**src/rtl/absorb_squeeze_ctrl.sv**
```systemverilog
// absorb_squeeze_ctrl
//   Sequencer for the SHAKE sponge between the load stage and the dump stage.
//   It accepts full rate blocks from the load stage and drives clear, absorb
//   and round enables for the Keccak-f[1600] datapath. After the final block it
//   alternates squeeze handshakes and permutations until output_size bits have
//   been released. It owns the round counter and the remaining-bits counter
//   but never touches the state data itself.
//
// Ports
//   clk, rst            clock, asynchronous active-high reset
//   block_ready_i       load stage holds a full rate block (level)
//   last_block_i        offered block is the message's final block
//   operation_mode_i    2'b00 = SHAKE128, otherwise SHAKE256 (latched at start)
//   output_size_i       requested output bits (latched at start)
//   block_consumed_o    pulse: input block absorbed, buffer may be refilled
//   state_clear_o       pulse: zero the 1600-bit state
//   absorb_en_o         pulse: state[rate] ^= input buffer
//   round_en_o          apply one round this cycle
//   round_idx_o         round constant index
//   rate_sel_o          0 = 1344-bit rate, 1 = 1088-bit rate
//   squeeze_valid_o     rate portion of the state is valid for the dump stage
//   squeeze_ready_i     dump stage accepts the squeeze block
//   squeeze_bits_o      valid bits in the current squeeze block
//   squeeze_last_o      current squeeze block is the final one
//   busy_o              sequencer not idle
module absorb_squeeze_ctrl #(
    parameter int unsigned NUM_ROUNDS = 24,
    parameter int unsigned RATE_128   = 1344,
    parameter int unsigned RATE_256   = 1088
) (
    input  logic        clk,
    input  logic        rst,
    input  logic        block_ready_i,
    input  logic        last_block_i,
    input  logic [1:0]  operation_mode_i,
    input  logic [31:0] output_size_i,
    output logic        block_consumed_o,
    output logic        state_clear_o,
    output logic        absorb_en_o,
    output logic        round_en_o,
    output logic [4:0]  round_idx_o,
    output logic        rate_sel_o,
    output logic        squeeze_valid_o,
    input  logic        squeeze_ready_i,
    output logic [10:0] squeeze_bits_o,
    output logic        squeeze_last_o,
    output logic        busy_o
);

    typedef enum logic [2:0] {
        S_IDLE,
        S_CLEAR,
        S_ABSORB,
        S_PERMUTE,
        S_WAIT_BLK,
        S_SQUEEZE
    } state_t;

    state_t      state_q, state_d;
    logic [4:0]  round_cnt_q, round_cnt_d;
    logic [31:0] remaining_q, remaining_d;
    logic        last_flag_q, last_flag_d;
    logic        rate_sel_q, rate_sel_d;
    logic [31:0] rate;

    always_ff @(posedge clk or posedge rst) begin
        if (rst) begin
            state_q     <= S_IDLE;
            round_cnt_q <= '0;
            remaining_q <= '0;
            last_flag_q <= 1'b0;
            rate_sel_q  <= 1'b0;
        end else begin
            state_q     <= state_d;
            round_cnt_q <= round_cnt_d;
            remaining_q <= remaining_d;
            last_flag_q <= last_flag_d;
            rate_sel_q  <= rate_sel_d;
        end
    end

    always_comb begin
        rate = rate_sel_q ? 32'(RATE_256) : 32'(RATE_128);
    end

    always_comb begin
        state_d          = state_q;
        round_cnt_d      = round_cnt_q;
        remaining_d      = remaining_q;
        last_flag_d      = last_flag_q;
        rate_sel_d       = rate_sel_q;
        block_consumed_o = 1'b0;
        state_clear_o    = 1'b0;
        absorb_en_o      = 1'b0;
        round_en_o       = 1'b0;
        round_idx_o      = '0;
        squeeze_valid_o  = 1'b0;
        squeeze_bits_o   = '0;
        squeeze_last_o   = 1'b0;
        busy_o           = (state_q != S_IDLE);
        rate_sel_o       = rate_sel_q;

        case (state_q)
            S_IDLE: begin
                if (block_ready_i) begin
                    rate_sel_d  = (operation_mode_i != 2'b00);
                    remaining_d = output_size_i;
                    state_d     = S_CLEAR;
                end
            end
            S_CLEAR: begin
                state_clear_o = 1'b1;
                state_d       = S_ABSORB;
            end
            S_ABSORB: begin
                absorb_en_o      = 1'b1;
                block_consumed_o = 1'b1;
                last_flag_d      = last_block_i;
                round_cnt_d      = '0;
                state_d          = S_PERMUTE;
            end
            S_PERMUTE: begin
                round_en_o  = 1'b1;
                round_idx_o = round_cnt_q;
                if (round_cnt_q == 5'(NUM_ROUNDS - 1)) begin
                    round_cnt_d = '0;
                    if (!last_flag_q)
                        state_d = S_WAIT_BLK;
                    else if (remaining_q != '0)
                        state_d = S_SQUEEZE;
                    else
                        state_d = S_IDLE;
                end else begin
                    round_cnt_d = round_cnt_q + 5'd1;
                end
            end
            S_WAIT_BLK: begin
                if (block_ready_i)
                    state_d = S_ABSORB;
            end
            S_SQUEEZE: begin
                // bits/last are only driven while squeezing so that every
                // output reads zero out of reset (remaining==0 would make
                // the raw last flag 1).
                squeeze_valid_o = 1'b1;
                squeeze_bits_o  = (remaining_q >= rate) ? rate[10:0] : remaining_q[10:0];
                squeeze_last_o  = (remaining_q <= rate);
                if (squeeze_ready_i) begin
                    if (remaining_q <= rate) begin
                        remaining_d = '0;
                        state_d     = S_IDLE;
                    end else begin
                        remaining_d = remaining_q - rate;
                        round_cnt_d = '0;
                        state_d     = S_PERMUTE;
                    end
                end
            end
            default: state_d = S_IDLE;
        endcase
    end

endmodule
```
**config.mk**
```make
export PLATFORM = sky130hd
export DESIGN_NAME = absorb_squeeze_ctrl
export DESIGN_NICKNAME = d
export VERILOG_FILES = /design/src/rtl/absorb_squeeze_ctrl.sv
export SDC_FILE = /design/constraint.sdc
export NUM_CORES = 1
export LEC_CHECK = 0
export ABC_AREA = 1
export CELL_PAD_IN_SITES_DETAIL_PLACEMENT = 1
export CELL_PAD_IN_SITES_GLOBAL_PLACEMENT = 2
export CORE_UTILIZATION = 25
export CTS_CLUSTER_DIAMETER = 60
export DETAILED_ROUTE_END_ITERATION = 6
export GPL_TIMING_DRIVEN = 1
export HOLD_SLACK_MARGIN = 0.06
export MAX_ROUTING_LAYER = met4
export PLACE_DENSITY = 0.74
export SLEW_MARGIN = 15
export SYNTH_ARGS = -nofsm -noshare
export SYNTH_HDL_FRONTEND = slang
export SYNTH_SLANG_ARGS = --single-unit
```
**constraint.sdc**
```tcl
create_clock -name clk -period 1.8 [get_ports clk]
set_input_delay 0.27 -clock clk [delete_from_list [all_inputs] [get_ports clk]]
set_output_delay 0.27 -clock clk [all_outputs]
set_load 0.1 [all_outputs]
```
==> results of run 1 <==
## area by class of cell
type | instances | area (um^2)
fillers | 1463 | 6490
flip-flops and latches | 42 | 1060
clock inverters | 1 | 5.00
repair buffers | 164 | 1730
clock buffers | 7 | 143
well taps | 168 | 210
inverters | 54 | 219
multi-input cells | 376 | 2210
## registers in the layout, summed over array words and instances (netlist names)
name / count
remaining_q: 32
state_q: 3
rate_sel_o: 1
last_flag_q: 1
round_cnt_q: 5
## layer usage
| metal | up-vias | global-route usage, % | routed length (um) |
|---|---|---|---|
| li1 | 1852 | - | - |
| met1 | 1803 | 24.5 | 5380 |
| met2 | 45 | 36.5 | 6400 |
| met3 | 10 | 2.87 | 307 |
| met4 | 0 | 3.77 | 108 |
| met5 | - | - | 0 |
## stage by stage
step	hold slack [ps]	instances	instance area, um^2	setup WS, ps
final	348	812	5570	-628
after global routing	391	812	5570	-729
after CTS	364	807	5390	-627
after detailed placement	472	784	4950	-393
after global placement	458	784	4950	-315
after floorplan	387	487	3360	-933
## how the worst max path moves through the flow
stage               slack, ps                    from                end  depth (start not counted)
finish                   -630  rate_sel_o$_DFFE_PP0P_  squeeze_bits_o[8]                         10
global route             -730  rate_sel_o$_DFFE_PP0P_  squeeze_bits_o[8]                         10
CTS                      -630  rate_sel_o$_DFFE_PP0P_  squeeze_bits_o[8]                         10
detailed placement       -390  rate_sel_o$_DFFE_PP0P_  squeeze_bits_o[3]                         10
global placement         -310  rate_sel_o$_DFFE_PP0P_  squeeze_bits_o[8]                          9
floorplan                -930  rate_sel_o$_DFFE_PP0P_  squeeze_bits_o[0]                          9
## cells in the final DEF (no fill, tap or decap), drive strengths merged
cell type      netlist  final
clkinv               0      1
xor2                 7      7
inv                 54     53
and2                 1      1
o21bai               4      4
buf                 15    126
a21oi               50     50
xnor2                1      1
o21ai                9      9
nor3                 8      8
ha                   5      5
o22ai                2      2
nor2               105    105
clkdlybuf4s50        0     38
or2                  1      1
o211ai               1      1
nand2              146    146
nand3b               1      1
clkinvlp             0      1
dfrtp               42     42
nand4               12     12
a211oi               2      2
clkbuf               0      7
nand3               21     21
## worst max-delay path: stages, from the launching register on
cell and delay [ps]:
dfrtp_4 490, ha_4 180, nor2_4 90, nor2_2 40
nor2_2 110, nand2_2 90, nor2_4 150, nand3b_4 120
buf_12 150, a211oi_4 240, buf_12 210
## report_power, final
| part | internal, mW | total, mW | switching, mW |
|---|---|---|---|
| combinational | 2.44 | 5.78 | 3.34 |
| sequential | 1.39 | 1.74 | 0.349 |
| clock | 0.552 | 0.951 | 0.400 |
| total | 4.39 | 8.47 | 4.08 |
## cells by family after synthesis
logic type	synth area share, %
AND/OR/NAND/NOR	40.2
buffers and inverters	9.66
AO/OA/AOI/OAI	12.1
flip-flops	33.8
XOR/XNOR	2.25
adder cells (fa/ha/maj)	2.01
## repair_timing
item | 4_1_cts | 5_1_grt
hold buffers | 0 | 0
pin swaps | 8 | 18
buffers inserted | 14 | 9
gates cloned | 1 | 0
endpoints found under the setup margin | 53 | 58
gates resized for setup | 48 | 44
==> metrics.yaml, run 1 <==
global_routing:
  grt_use_total_pct: 20.4
  grt_max_degree: 43
  grt_pass1_wl_mm: 19.8
  antenna_found_initial: 0
  grt.overflow.total: 0
  grt_pass1_vias: 3937
cts:
  path_clk_slew_ps: 60
  clk_path_buf_depth: 2
  cts_buffers: 5
  clock_sinks: 42
  cts_tree: "yes"
  cts-root-buf: "clkbuf_16"
  insertion_delay_ps: 300
  ctsHtreeMaxLevel: 2
pwr:
  irDropWorstVdd_mv: 1.07
  p_leak_nw: 2.50
  finalPower_mw: 8.47
  powerDensity_mw_per_mm2: 1520
logic_synthesis:
  synth_edf_count: 0
  synth_commonest_cells: "nand2_1 (140), nor2_1 (96), inv_1 (51)"
  syn_area_mm2: 0.00311
  yosys_warnings: 0
  synth_sequential_area_ratio_pct: 33.8
  post_synth.cell_area_avg_um2: 6.38
  ys_seq_elements: 42
  yosys-top-cells-area: "dfrtp_1 (34%), nand2_1 (17%), nor2_1 (12%)"
  synth_fp_nets: 531
  ys_types: 32
  yosysMostFrequentCell: "nand2_1"
  synth-main-ff-cell: "dfrtp_1"
  postSynthCellCount: 487
  synthArstFlopShare_pct: 100
  yosys.area.top_type_share_pct: 33.8
  synth_top_cell_by_area: "dfrtp_1"
run_status:
  violations: "setup timing"
  status: "finished with violations"
placement:
  gp_congestion: 0.855
  hpwl_mm: 9.39
  portBuffers: 62
timing:
  timing.final.crit_share_pct: 135
  fin_crit_ps: 2430
  layout_setup_ws_ps: -628
  relSlewSlack_pct: 70.3
  hold_violations: 0
  rsz0062_at_grt: "yes"
  setup_viol: 51
  drv_slew: 0
  clock-skew-final_ps: 14.7
  tightestPinTransition_ps: 445
  fmax_mhz: 412
  tns_ps: -13360
hold_path:
  hold_class: "input port to async pin"
floorplanning:
  start_util_pct: 25.8
  die_w_um: 114
  row_count: 40
  io_pins: 63
  die_y_um: 114
  core_mm2: 0.0121
  die-area_mm2: 0.0129
critical_path:
  critPathLaunchType: "register"
  crit_path_end_kind: "primary output"
  r2r_cells: 13
  critPathKind: "register to primary output"
  cp_data_arrival_time_ps: 2160
  r2r_slack_ps: -270
  crit_required_ps: 1530
  r2r-start: "rate_sel_o$_DFFE_PP0P_"
  reg2reg_to: "remaining_q[17]$_DFFE_PP0P_"
  path_max_fanout: 6
route:
  routedWlPerCell_um: 15.0
  num_vias: 3710
  wirelength_mm: 12.2
  detail_route.iter0.violations: 73
  drc: 0
  via_per_inst: 4.57
  ant_nets: 0
  dr.pass1.iters: 4
final_layout:
  postLayoutCoreUtil_pct: 46.2
  drive_gt1_share_pct: 36.0
  areaGrowthSynthToFinish_pct: 79.3
  diodes: 0
  fin_nets: 687
job:
  drv_cap: 0
No activity file was read; power rests on OpenSTA's default activity.
==> inputs of run 2 (changes only) <==
- CELL_PAD_IN_SITES_DETAIL_PLACEMENT: 1 -> 0
- CELL_PAD_IN_SITES_GLOBAL_PLACEMENT: 2 -> 1
- CORE_UTILIZATION: 25 -> 33
- PLACE_DENSITY: 0.74 -> 0.75
==> metrics.yaml, run 2 (synthesis results as in run 1) <==
route:
  num_vias: 3637
  wirelength_mm: 10.5
  drc: 0
  routedWlPerCell_um: 14.0
  detail_route.iter0.violations: 138
  ant_nets: 0
  via_per_inst: 4.86
  dr.pass1.iters: 4
global_routing:
  grt_max_degree: 43
  grt.overflow.total: 0
  antenna_found_initial: 0
  grt_pass1_vias: 3668
  grt_pass1_wl_mm: 17.5
  grt_use_total_pct: 23.2
floorplanning:
  start_util_pct: 33.8
  die-area_mm2: 0.00981
  core_mm2: 0.00920
  die_w_um: 99.0
  io_pins: 63
  die_y_um: 99.0
  row_count: 35
critical_path:
  path_max_fanout: 6
  critPathTopFamily: "simple AND/OR/NAND/NOR gates"
  critPathLaunchType: "register"
  r2r-start: "rate_sel_o$_DFFE_PP0P_"
  reg2reg_to: "remaining_q[21]$_DFFE_PP0P_"
  r2r_slack_ps: -320
  crit_path_top_delay_cell: "dfrtp_4"
  worst-path-buf-inv: 1
  critPathKind: "register to primary output"
  r2r_cells: 14
  cp_data_arrival_time_ps: 2170
  crit_required_ps: 1530
  crit_path_max_incr_delay_ps: 500
  crit_path_end_kind: "primary output"
  path_cells: "ha_4 > nor2_4 > nor2_2 > nor2_2 > nand2_2 > nor2_4 > nand3b_4 > a211oi_4 > buf_12"
cts:
  clock_sinks: 42
  path_clk_slew_ps: 90
  insertion_delay_ps: 300
  hold_buffers: 0
  cts_tree: "yes"
  ctsHtreeMaxLevel: 2
  clk_path_buf_depth: 2
  cts-root-buf: "clkbuf_8"
  cts_buffers: 5
pwr:
  p_int_mw: 4.13
  p_sw_share_pct: 48.8
  power_frac_seq_pct: 21.5
  clock_power_share_pct: 8.3
  p_comb_share_pct: 70.3
  finalPower_mw: 8.06
  p_sw_mw: 3.93
  irDropWorstVdd_mv: 1.64
  powerDensity_mw_per_mm2: 1490
  p_leak_nw: 2.42
final_layout:
  final_cell_mix: "nand2_1 (116), buf_4 (80), nor2_1 (77)"
  seq_area_mm2: 0.00106
  final.fill_count: 841
  mostFrequentLayoutCell: "nand2_1"
  diodes: 0
  largest_register: "remaining_q"
  final_cell_count_no_fill: 749
  areaGrowthSynthToFinish_pct: 73.8
  largest_reg_flops: 32
  drive_gt1_share_pct: 36.1
  top_regs: "remaining_q (32), round_cnt_q (5), state_q (3)"
  fin_nets: 681
  multi_input_area_mm2: 0.00224
timing:
  setup_viol: 51
  relSlewSlack_pct: 73.7
  hold_violations: 0
  rsz0062_at_grt: "yes"
  layout_setup_ws_ps: -644
  timing.final.crit_share_pct: 136
  tightestPinTransition_ps: 393
  clock-skew-final_ps: 5.90
  fmax_mhz: 409
  fin_crit_ps: 2440
  drv_slew: 0
job:
  drv_cap: 0
placement:
  hpwl_mm: 7.61
  gp_congestion: 0.938
  portBuffers: 62
  place_inst: 724
run_status:
  status: "finished with violations"
  violations: "setup timing"
hold_path:
  hold_class: "input port to async pin"
[run 2: per-layer routing]
layer	track usage [%]	up-vias	share of wire [%]
met5	-	-	0
met4	7.00	0	1.4
met3	3.12	10	3.0
met2	39.3	70	49
met1	28.9	1711	46
li1	-	1846	-
[run 2: cell type report]
type,instances,share of cell area (%)
Multi-Input combinational cell,377,41.4
Clock inverter,1,0.0927
Inverter,54,4.05
Tap cell,111,2.57
Clock buffer,7,1.60
Timing Repair Buffer,157,30.7
Sequential cell,42,19.6
[run 2: through the flow]
step | setup slack [ps] | hold slack [ps] | util, % | TNS (ps) | area, um^2
floorplan | -933 | 387 | - | -11790 | 3360
global placement | -313 | 459 | 52.8 | -7450 | 4850
detailed placement | -376 | 462 | 52.8 | -10180 | 4850
CTS | -616 | 349 | 56.4 | -8650 | 5190
global route | -740 | 362 | 58.7 | -19600 | 5400
finish | -644 | 327 | 58.7 | -14250 | 5400
[run 2: worst max-delay path by stage]
stage                        end  cells past startpoint              startpoint
2_1_floorplan  squeeze_bits_o[0]                      9  rate_sel_o$_DFFE_PP0P_
3_3_place_gp   squeeze_bits_o[8]                      9  rate_sel_o$_DFFE_PP0P_
3_5_place_dp   squeeze_bits_o[3]                     10  rate_sel_o$_DFFE_PP0P_
4_1_cts        squeeze_bits_o[8]                      9  rate_sel_o$_DFFE_PP0P_
5_1_grt        squeeze_bits_o[8]                      9  rate_sel_o$_DFFE_PP0P_
6_report       squeeze_bits_o[8]                      9  rate_sel_o$_DFFE_PP0P_
[run 2: timing repair]
action                                  CTS  global route
gates cloned                              2             0
endpoints found under the setup margin   52            58
gates resized for setup                  38            54
pin swaps                                13            22
buffers inserted                         10             8
[run 2: worst reg2reg max path: stages, from the launching register on]
cell     delay [ps]
dfrtp_4         500
ha_4            290
nand3_2          80
nor2_2          110
nand2_2         100
buf_6           140
buf_6           110
buf_6           110
nor2_4          110
nor2_4           70
nand2_8         110
buf_12          120
nor2_4           30
nor2_2           80
nor2_1           50
[run 2: power groups by stage]
| stage | sequential [mW] | combinational (mW) | clock (mW) |
|---|---|---|---|
| 2_1_floorplan | 1.88 | 2.83 | 0 |
| 3_3_place_gp | 1.72 | 5.00 | 0 |
| 3_5_place_dp | 1.72 | 5.08 | 0 |
| 4_1_cts | 1.71 | 5.37 | 0.690 |
| 5_1_grt | 1.78 | 6.16 | 0.726 |
| 6_report | 1.73 | 5.66 | 0.665 |
==> inputs of run 3 (changes only) <==
- CORE_UTILIZATION: 33 -> 36
- PLACE_DENSITY: 0.75 -> 0.78
- SLEW_MARGIN: 15 -> 40
- clock period: 1.8 -> 2.79 ns (I/O delays scaled with it)
==> metrics.yaml, run 3 (synthesis results as in run 1) <==
run_status:
  status: "complete, no violations"
placement:
  portBuffers: 62
  hpwl_mm: 7.17
  gp_congestion: 0.883
  placed_area_mm2: 0.00411
cts:
  clock_sinks: 42
  cts_tree: "yes"
  insertion_delay_ps: 300
  cts-root-buf: "clkbuf_8"
  clk_path_buf_depth: 2
  path_clk_slew_ps: 80
  cts_buffers: 5
  hold_buffers: 0
  ctsHtreeMaxLevel: 2
floorplanning:
  die_y_um: 94.9
  die-area_mm2: 0.00901
  die_w_um: 94.9
  io_pins: 63
  row_count: 33
  core_mm2: 0.00830
  start_util_pct: 37.4
global_routing:
  grt_max_degree: 23
  grt_pass1_wl_mm: 15.6
  antenna_found_initial: 0
  met3_usage_pct: 2.90
  met1_usage_pct: 30.3
  grt_use_total_pct: 23.0
  grt.overflow.total: 0
  met2_usage_pct: 37.9
  busiest_layer: "met2"
  grt_pass1_vias: 3206
timing:
  hold_violations: 0
  tightestPinTransition_ps: 706
  setup_viol: 0
  fin_crit_ps: 2670
  timing.final.crit_share_pct: 95.7
  tns_ps: 0
  whs_ps: 451
  rsz0062_at_grt: "no"
  fmax_mhz: 375
  drv_slew: 0
  relSlewSlack_pct: 52.7
  clock-skew-final_ps: 6.96
route:
  num_vias: 3288
  via_per_inst: 4.95
  detail_route.iter0.violations: 129
  dr.pass1.iters: 4
  ant_nets: 0
  drc: 0
  routedWlPerCell_um: 13.9
  wirelength_mm: 9.21
critical_path:
  crit_required_ps: 2370
  critPathKind: "register to primary output"
  r2r_cells: 10
  reg2reg_to: "remaining_q[19]$_DFFE_PP0P_"
  r2r_slack_ps: 740
  cp-endpoint: "squeeze_bits_o[1]"
  critPathLaunchType: "register"
  r2r-start: "remaining_q[6]$_DFFE_PP0P_"
  path_max_fanout: 5
  startpoint: "rate_sel_o$_DFFE_PP0P_"
  cp_data_arrival_time_ps: 2250
  crit_path_end_kind: "primary output"
final_layout:
  final_cell_mix: "nand2_1 (140), nor2_1 (87), inv_1 (49)"
  top_regs: "remaining_q (32), round_cnt_q (5), state_q (3)"
  drive_gt1_share_pct: 16.3
  postLayoutCoreUtil_pct: 51.3
  largest_reg_flops: 32
  fin_nets: 602
  seq_area_mm2: 0.00105
  areaGrowthSynthToFinish_pct: 36.9
  stdcell_area_mm2: 0.00425
  mostFrequentLayoutCell: "nand2_1"
  diodes: 0
  largest_register: "remaining_q"
  multi_input_area_mm2: 0.00189
  final.fill_count: 855
pwr:
  p_leak_nw: 1.95
  finalPower_mw: 3.93
  irDropWorstVdd_mv: 1.06
  powerDensity_mw_per_mm2: 924
job:
  drv_cap: 0
hold_path:
  hold_class: "input port to async pin"
run 3: timing repair:
action                     CTS  global route
setup endpoints to repair    5             7
setup buffers                3             4
gates resized for setup      0             1
pin swaps                    0             2
run 3: metrics by stage:
step,setup WS [ps],std cells
2_1_floorplan,-92.7,487
3_3_place_gp,294,649
3_5_place_dp,253,649
4_1_cts,31.5,660
5_1_grt,14.9,664
6_report,120,664
run 3: how the worst min path moves through the flow:
stage                                     startpoint                    endpoint  slack, ps  cells after the start
after CTS                 remaining_q[5]$_DFFE_PP0P_  remaining_q[5]$_DFFE_PP0P_        480                      2
final                                            rst  round_cnt_q[1]$_DFFE_PP0P_        450                      2
after floorplan           remaining_q[0]$_DFFE_PP0P_  remaining_q[0]$_DFFE_PP0P_        440                      2
after global placement    remaining_q[4]$_DFFE_PP0P_  remaining_q[4]$_DFFE_PP0P_        460                      2
after detailed placement  remaining_q[5]$_DFFE_PP0P_  remaining_q[5]$_DFFE_PP0P_        460                      2
after global routing                             rst  remaining_q[3]$_DFFE_PP0P_        500                      2
run 3: critical path: stages, from the launching register on:
cell and delay (ps):
dfrtp_4 520, ha_4 180, nor2_4 100, nor2_1 60
nor2_2 130, nand2_2 120, nor2_4 130, nand3b_4 130
buf_12 170, nor3_4 210, buf_12 200
run 3: per-layer routing:
metal | part of all wire, % | vias to the layer above | wire length [um]
met3 | 3.3 | 2 | 300
met4 | 0.50 | 0 | 46
met2 | 49 | 55 | 4480
met5 | 0 | - | 0
met1 | 48 | 1546 | 4380
li1 | - | 1685 | -
run 3: area by class of cell:
type                       instances  area share [%]
multi-input combinational        376            44.5
sequential                        42            24.8
timing repair buffer              79            20.9
inverter                          54            4.76
tap                              105            3.09
clock buffer                       6            1.71
clock inverter                     2           0.235
run 3: power breakdown:
group	internal [mW]	switching (mW)	leakage, nW
registers	0.895	0.356	0.493
logic	0.745	1.54	1.41
clock network	0.174	0.220	0.0450
